--- config.mk ---
export PLATFORM = sky130hd
export DESIGN_NAME = reg_file_sb
export DESIGN_NICKNAME = d
export VERILOG_FILES = /design/src/rtl/reg_file_pkg.sv /design/src/rtl/rf_scoreboard.sv /design/src/rtl/reg_file_sb.sv
export SDC_FILE = /design/constraint.sdc
export NUM_CORES = 2
export LEC_CHECK = 0
export CORE_MARGIN = 3
export CORE_UTILIZATION = 39
export CTS_BUF_LIST = sky130_fd_sc_hd__clkbuf_8
export CTS_CLUSTER_SIZE = 20
export DETAILED_ROUTE_END_ITERATION = 8
export PLACE_DENSITY_LB_ADDON = 0.08
export SYNTH_ARGS = -nofsm -noshare
export SYNTH_HDL_FRONTEND = slang
export SYNTH_SLANG_ARGS = --single-unit
--- constraint.sdc ---
create_clock -name clk -period 3.62 [get_ports clk]
set_input_delay 0.724 -clock clk [delete_from_list [all_inputs] [get_ports clk]]
set_output_delay 0.724 -clock clk [all_outputs]
set_load 0.005 [all_outputs]
--- src/rtl/reg_file_pkg.sv ---
// Shared configuration for the reg_file_sb register file: default geometry,
// the address-width helper and the read-port array types.
package reg_file_pkg;

  localparam int DEFAULT_DEPTH = 32;
  localparam int DEFAULT_WIDTH = 32;
  localparam int MAX_RD        = 4;
  localparam int DEFAULT_AW    = $clog2(DEFAULT_DEPTH);

  // Address bits needed to index 'depth' registers (at least one bit).
  function automatic int addr_width(input int depth);
    return (depth > 1) ? $clog2(depth) : 1;
  endfunction

  typedef logic [DEFAULT_WIDTH-1:0] word_t;
  typedef logic [DEFAULT_AW-1:0]    addr_t;

  // One entry per read port, for the default register-file geometry.
  typedef addr_t [MAX_RD-1:0] rd_addr_arr_t;
  typedef word_t [MAX_RD-1:0] rd_data_arr_t;

endpackage

--- src/rtl/rf_scoreboard.sv ---
// Pending-bit scoreboard for reg_file_sb: tracks which registers await a
// long-latency writeback, answers issue_ready and keeps a registered count.
// With REG_FILE_BYPASS_EN defined, a writeback landing this cycle hides the
// pending bit on matching read ports.
module rf_scoreboard
  import reg_file_pkg::*;
#(
  parameter int DEPTH    = DEFAULT_DEPTH,
  parameter int NUM_RD   = 3,
  parameter int ZERO_REG = 1,
  localparam int AW      = addr_width(DEPTH)
) (
  input  logic                 clk,
  input  logic                 reset_n,
  input  logic                 issue_valid,
  input  logic [AW-1:0]        issue_rd,
  input  logic                 clr_valid,
  input  logic [AW-1:0]        clr_addr,
  input  logic                 flush,
  input  logic [NUM_RD*AW-1:0] raddr,
  output logic                 issue_ready,
  output logic [NUM_RD-1:0]    rpend,
  output logic [AW:0]          pend_cnt
);

  localparam logic [AW:0] CNT_ONE = 1;

  logic [DEPTH-1:0] r_pend;
  logic [DEPTH-1:0] w_pend_next;
  logic [AW:0]      r_cnt;
  logic [AW:0]      w_cnt_next;
  logic             w_rd_is_zero;
  logic             w_same_reg;
  logic             w_set;
  logic             w_set_new;
  logic             w_clr;

  assign issue_ready  = ~r_pend[issue_rd];
  assign w_rd_is_zero = (ZERO_REG != 0) && (issue_rd == '0);
  assign w_same_reg   = clr_valid && (clr_addr == issue_rd);

  // An issue is taken when the register is free, or when its writeback lands
  // on this very edge (the new producer then owns the register: set wins).
  assign w_set     = issue_valid && !flush && !w_rd_is_zero && (issue_ready || w_same_reg);
  assign w_set_new = w_set && issue_ready;
  assign w_clr     = clr_valid && r_pend[clr_addr] && !(w_set && w_same_reg);

  // Next pending vector and count; flush clears everything and beats issue.
  always_comb begin
    w_pend_next = r_pend;
    w_cnt_next  = r_cnt;
    if (flush) begin
      w_pend_next = '0;
      w_cnt_next  = '0;
    end else begin
      if (w_clr) begin
        w_pend_next[clr_addr] = 1'b0;
        w_cnt_next            = w_cnt_next - CNT_ONE;
      end
      if (w_set) begin
        w_pend_next[issue_rd] = 1'b1;
      end
      if (w_set_new) begin
        w_cnt_next = w_cnt_next + CNT_ONE;
      end
    end
  end

  // Pending bits and count registers.
  always_ff @(posedge clk or negedge reset_n) begin
    if (!reset_n) begin
      r_pend <= '0;
      r_cnt  <= '0;
    end else begin
      r_pend <= w_pend_next;
      r_cnt  <= w_cnt_next;
    end
  end

  assign pend_cnt = r_cnt;

  genvar gi;
  generate
    for (gi = 0; gi < NUM_RD; gi++) begin : g_rpend
      logic [AW-1:0] w_ra;
      logic          w_p;
      assign w_ra = raddr[gi*AW +: AW];
      // Pending bit seen by read port gi.
      always_comb begin
        w_p = r_pend[w_ra];
`ifdef REG_FILE_BYPASS_EN
        if (clr_valid && (clr_addr == w_ra)) w_p = 1'b0;
`endif
      end
      assign rpend[gi] = w_p;
    end
  endgenerate

endmodule

--- src/rtl/reg_file_sb.sv ---
// Multi-read register file with a pipeline write port (we0), a long-latency
// writeback port (we1) and a pending-bit scoreboard. we0 wins a same-address
// collision and raises a one-cycle wr_conflict pulse.
// Optional feature: define REG_FILE_BYPASS_EN to forward same-cycle write data
// (port 0 first) onto matching read ports.
module reg_file_sb
  import reg_file_pkg::*;
#(
  parameter int DEPTH    = DEFAULT_DEPTH,
  parameter int WIDTH    = DEFAULT_WIDTH,
  parameter int NUM_RD   = 3,
  parameter int ZERO_REG = 1,
  localparam int AW      = addr_width(DEPTH)
) (
  input  logic                    clk,
  input  logic                    reset_n,
  input  logic [NUM_RD*AW-1:0]    raddr,
  output logic [NUM_RD*WIDTH-1:0] rdata,
  output logic [NUM_RD-1:0]       rpend,
  input  logic                    we0,
  input  logic [AW-1:0]           waddr0,
  input  logic [WIDTH-1:0]        wdata0,
  input  logic                    we1,
  input  logic [AW-1:0]           waddr1,
  input  logic [WIDTH-1:0]        wdata1,
  input  logic                    issue_valid,
  input  logic [AW-1:0]           issue_rd,
  output logic                    issue_ready,
  input  logic                    flush,
  output logic [AW:0]             pend_cnt,
  output logic                    wr_conflict
);

  logic [WIDTH-1:0] r_mem [DEPTH];
  logic             r_wr_conflict;
  logic             w_we0_eff;
  logic             w_we1_eff;

  // Writes to the hardwired zero register are dropped, and nothing is
  // written or forwarded while reset is held.
  assign w_we0_eff = we0 && reset_n && !((ZERO_REG != 0) && (waddr0 == '0));
  assign w_we1_eff = we1 && reset_n && !((ZERO_REG != 0) && (waddr1 == '0));

  // Register storage; the later we0 assignment gives it priority over we1.
  always_ff @(posedge clk or negedge reset_n) begin
    if (!reset_n) begin
      for (int i = 0; i < DEPTH; i++) r_mem[i] <= '0;
    end else begin
      if (w_we1_eff) r_mem[waddr1] <= wdata1;
      if (w_we0_eff) r_mem[waddr0] <= wdata0;
    end
  end

  // One-cycle pulse after both ports wrote the same register.
  always_ff @(posedge clk or negedge reset_n) begin
    if (!reset_n) r_wr_conflict <= 1'b0;
    else          r_wr_conflict <= w_we0_eff && w_we1_eff && (waddr0 == waddr1);
  end

  assign wr_conflict = r_wr_conflict;

  genvar gi;
  generate
    for (gi = 0; gi < NUM_RD; gi++) begin : g_rd
      logic [AW-1:0]    w_ra;
      logic [WIDTH-1:0] w_rd;
      assign w_ra = raddr[gi*AW +: AW];
      // Combinational read for port gi, with optional write forwarding.
      always_comb begin
        w_rd = r_mem[w_ra];
`ifdef REG_FILE_BYPASS_EN
        if (w_we0_eff && (waddr0 == w_ra))      w_rd = wdata0;
        else if (w_we1_eff && (waddr1 == w_ra)) w_rd = wdata1;
`endif
        if ((ZERO_REG != 0) && (w_ra == '0)) w_rd = '0;
      end
      assign rdata[gi*WIDTH +: WIDTH] = w_rd;
    end
  endgenerate

  rf_scoreboard #(
    .DEPTH    (DEPTH),
    .NUM_RD   (NUM_RD),
    .ZERO_REG (ZERO_REG)
  ) u_sb (
    .clk         (clk),
    .reset_n     (reset_n),
    .issue_valid (issue_valid),
    .issue_rd    (issue_rd),
    .clr_valid   (w_we1_eff),
    .clr_addr    (waddr1),
    .flush       (flush),
    .raddr       (raddr),
    .issue_ready (issue_ready),
    .rpend       (rpend),
    .pend_cnt    (pend_cnt)
  );

endmodule

==> impl_metrics.json <==
{
  "power_frac_clock_pct": 29.4,
  "design_area_um2": 90200,
  "cts_tree": "yes",
  "switching_share_pct": 32.86,
  "cp_top_family": "multiplexers",
  "gp_congestion": 0.8933,
  "hold_ws_ns": 0.1880,
  "initial_core_util_pct": 39.43,
  "max_stage_delay_ns": 0.52,
  "worstPathCellList": "buf_6 > mux4_2 > mux4_2 > mux2i_2 > buf_4 > nor2_2 > buf_2",
  "wl_mm": 326.2,
  "die-area_um2": 196000,
  "utilization_pct": 47.83,
  "rows": 159,
  "synth_seq_cells": 1063,
  "max_freq_mhz": 261.3,
  "drc": 0,
  "synth-compound-area-share_pct": 8.347,
  "fillCellCount": 16880,
  "ys_seq_area_share_pct": 35.77,
  "fin_ws_ns": -0.2064,
  "synth_area_leaders": "dfrtp_1 36%, mux4_2 30%, mux2i_1 14%",
  "clk_latency_ns": 1.04,
  "vdd_drop_max_v": 0.0004104,
  "cp_num_buf_inv": 3,
  "maxSlewViolCount": 0,
  "powerDensity_nw_per_um2": 484.6,
  "syn_nets": 6531,
  "ys_async_sr_fraction_pct": 100.0,
  "muxShareOfSynthArea_pct": 43.87,
  "cts_max_path_buffers": 3,
  "synth_top_family_by_area": "multiplexers",
  "drtAntennaViolNets": 0,
  "num_vias": 60610,
  "grt_pass1_wl_mm": 466.5,
  "tightest_slew_ns": 1.312,
  "ioPinCount": 207,
  "critPathRequiredTime_ns": 2.90,
  "maxCapViolations": 0,
  "cts_buffers": 204,
  "overflow": 0,
  "end_kind": "output pin",
  "grt_pass1_vias": 59930,
  "startpoint_type": "flip-flop",
  "p_int_mw": 29.34,
  "path_class": "flip-flop to output pin",
  "final.min_clock_period_ns": 3.826,
  "ys_warn_count": 0,
  "power_frac_comb_pct": 30.6,
  "portBuffers": 206,
  "worstPathMaxFanout": 2,
  "cp.arrival_ns": 3.10,
  "setup_viol": 60,
  "viasPerCell": 6.417,
  "multi_input_area_um2": 45530,
  "yosysTopAreaCellShare_pct": 35.77,
  "syn_area_um2": 74370,
  "min_path_type": "input port to async pin",
  "p_seq_share_pct": 40.0,
  "drtIter0Drc": 7203,
  "worst_clock_skew_ns": 0.08148,
  "post-route-period-util_pct": 105.7,
  "p_leak_nw": 35.27,
  "met1_usage_pct": 44.79,
  "synthXorXnorAreaFrac_pct": 0.2002,
  "gr-max-usage-layer": "met2",
  "cts.htree.levels": 4,
  "synthToLayoutAreaGrowth_pct": 21.29,
  "violations": "negative setup slack",
  "timing_hold_violations_final": 0,
  "maxSlewHeadroom_pct": 12.28,
  "cts.clk_slew.worst_paths_ns": 0.07,
  "synth-simple-area-share_pct": 7.344,
  "die_x_um": 442.7,
  "p_sw_mw": 14.36,
  "worstSetupPathDepth": 7,
  "cts.sinks": 1063,
  "status": "finished, violations left",
  "drive_above_1_share_pct": 33.89,
  "met3_usage_pct": 6.598,
  "reg2regPathDepth": 14,
  "place_area_um2": 84200,
  "synthAdderAreaFrac_pct": 0.03365,
  "layout.nets": 6880,
  "first_pass_iters": 8,
  "gr-usage-met2_pct": 51.91,
  "dpl.hpwl_mm": 203.0,
  "regToRegEndpoint": "u_sb.pend_cnt[2]$_DFF_PN0_",
  "grt_max_degree": 167,
  "area.sequential_um2": 26620,
  "ys.flop_type": "dfrtp_1",
  "synth_top_area_cell": "dfrtp_1",
  "syn_avg_cell_area_um2": 11.57,
  "critPathMostFrequentCell": "mux4_2",
  "die_y_um": 442.7,
  "wl_per_cell_um": 34.54,
  "reg2reg_setup_slack_ns": 0.72,
  "slowest_stage": "mux4_2",
  "syn_inst": 6429,
  "r2r_start": "u_sb.r_pend[14]$_DFF_PN0_",
  "coreArea_um2": 188600,
  "grt_use_total_pct": 32.95,
  "yosys.cell_types.count": 62,
  "grt_setup_unrepaired": "yes",
  "synth_edf_count": 0,
  "antenna_found_initial": 7,
  "cts_root_buffer": "clkbuf_8"
}
==> final cells by class <==
type | count | area share, %
Inverter | 6 | 0.02497
Clock inverter | 113 | 0.8309
Tap cell | 2495 | 3.461
Clock buffer | 259 | 3.952
Antenna cell | 7 | 0.01942
Multi-Input combinational cell | 4553 | 50.48
Timing Repair Buffer | 950 | 11.72
Sequential cell | 1063 | 29.51
==> cells in the mapped netlist (5+ instances only) <==
cell	instances
o21ai_1	7
nor2_1	584
a32oi_1	68
xnor2_1	9
xor2_1	8
and2_1	5
o21ai_0	588
inv_1	6
buf_4	38
mux2i_1	1010
mux4_2	992
dfrtp_1	1063
buf_2	72
and3_1	5
a22oi_1	24
clkbuf_1	497
nand2b_1	8
buf_1	198
a21oi_1	418
o22ai_1	5
nand2_1	676
nor2b_1	7
nor3_1	12
nand3_1	30
mux2_2	11
a31oi_1	22
==> per-layer routing <==
metal  part of all wire [%]  vias to the layer above  wire length [um]
li1                       -                    25050                 -
met1                     40                    31450            131400
met2                     46                     3396            151700
met3                    8.7                      718             28250
met4                    4.6                        2             14900
met5                 0.0061                        -                20
==> worst register-to-register path, cell delays in order, from the launching register on <==
cell      delay [ns]
dfrtp_2         0.43
buf_6           0.13
buf_4           0.13
buf_4           0.13
mux2i_1         0.13
o22ai_1         0.09
o311ai_1        0.42
o211a_1         0.29
nor3_4          0.07
mux2i_1         0.22
ha_1            0.18
nand3_1         0.14
xnor2_1         0.21
xnor2_1         0.14
nor2_1          0.06
==> power groups by stage <==
stage | Clock (mW) | Combinational, mW | Sequential, mW
2_1_floorplan | 0 | 8.60 | 16.4
3_3_place_gp | 0 | 12.3 | 17.5
3_5_place_dp | 0 | 12.5 | 17.5
4_1_cts | 13.1 | 13.2 | 17.3
5_1_grt | 13.7 | 14.3 | 17.8
6_report | 12.9 | 13.4 | 17.5
==> repair_timing <==
action,CTS,global route
endpoints found under the hold margin,175,0
cloned,0,2
buffers inserted,147,15
gates resized for setup,545,76
hold buffers,1,0
endpoints found under the setup margin,100,97
pin swaps,33,44
==> flip-flops by register name (all words and copies together) (netlist names) <==
name           flops
r_mem           1024
u_sb.pend_cnt      6
u_sb.r_pend       32
wr_conflict        1
==> cell usage in the layout (no fill, tap or decap), types with 236 or more instances in the layout <==
cell type	netlist	layout
mux4_2	992	992
nand2_1	676	663
dfrtp_1	1063	1051
clkbuf_8	0	259
nor2_1	584	517
o21ai_0	588	588
buf_12	0	236
buf_4	38	429
a21oi_1	418	418
mux2i_1	1010	951
==> metrics by stage <==
stage	TNS (ns)	setup WS [ns]	cells	power (mW)
floorplan	0	0.02870	6429	24.98
global placement	-28.95	-0.5744	8908	29.71
detailed placement	-30.36	-0.5746	8908	30.04
CTS	-9.862	-0.2527	9425	43.54
global route	-12.01	-0.3024	9443	45.71
finish	-3.850	-0.2064	9446	43.71
==> worst max-delay path by stage <==
stage / from / endpoint / slack [ns]
6_report: r_mem[415]$_DFF_PN0_ / rdata[63] / -0.21
5_1_grt: r_mem[415]$_DFF_PN0_ / rdata[63] / -0.30
4_1_cts: r_mem[387]$_DFF_PN0_ / rdata[35] / -0.25
3_5_place_dp: raddr[0] / rdata[10] / -0.57
3_3_place_gp: raddr[0] / rdata[10] / -0.57
2_1_floorplan: raddr[5] / rdata[33] / 0.03
==> logic make-up after synthesis <==
| family | after synthesis |
|---|---|
| multiplexers | 2017 |
| AND/OR/NAND/NOR | 1366 |
| AO/OA/AOI/OAI | 1151 |
| flip-flops | 1063 |
| buffers and inverters | 813 |
| XOR/XNOR | 17 |
| adder cells (fa/ha/maj) | 2 |
Note: power is estimated with default switching activity, not from simulation.
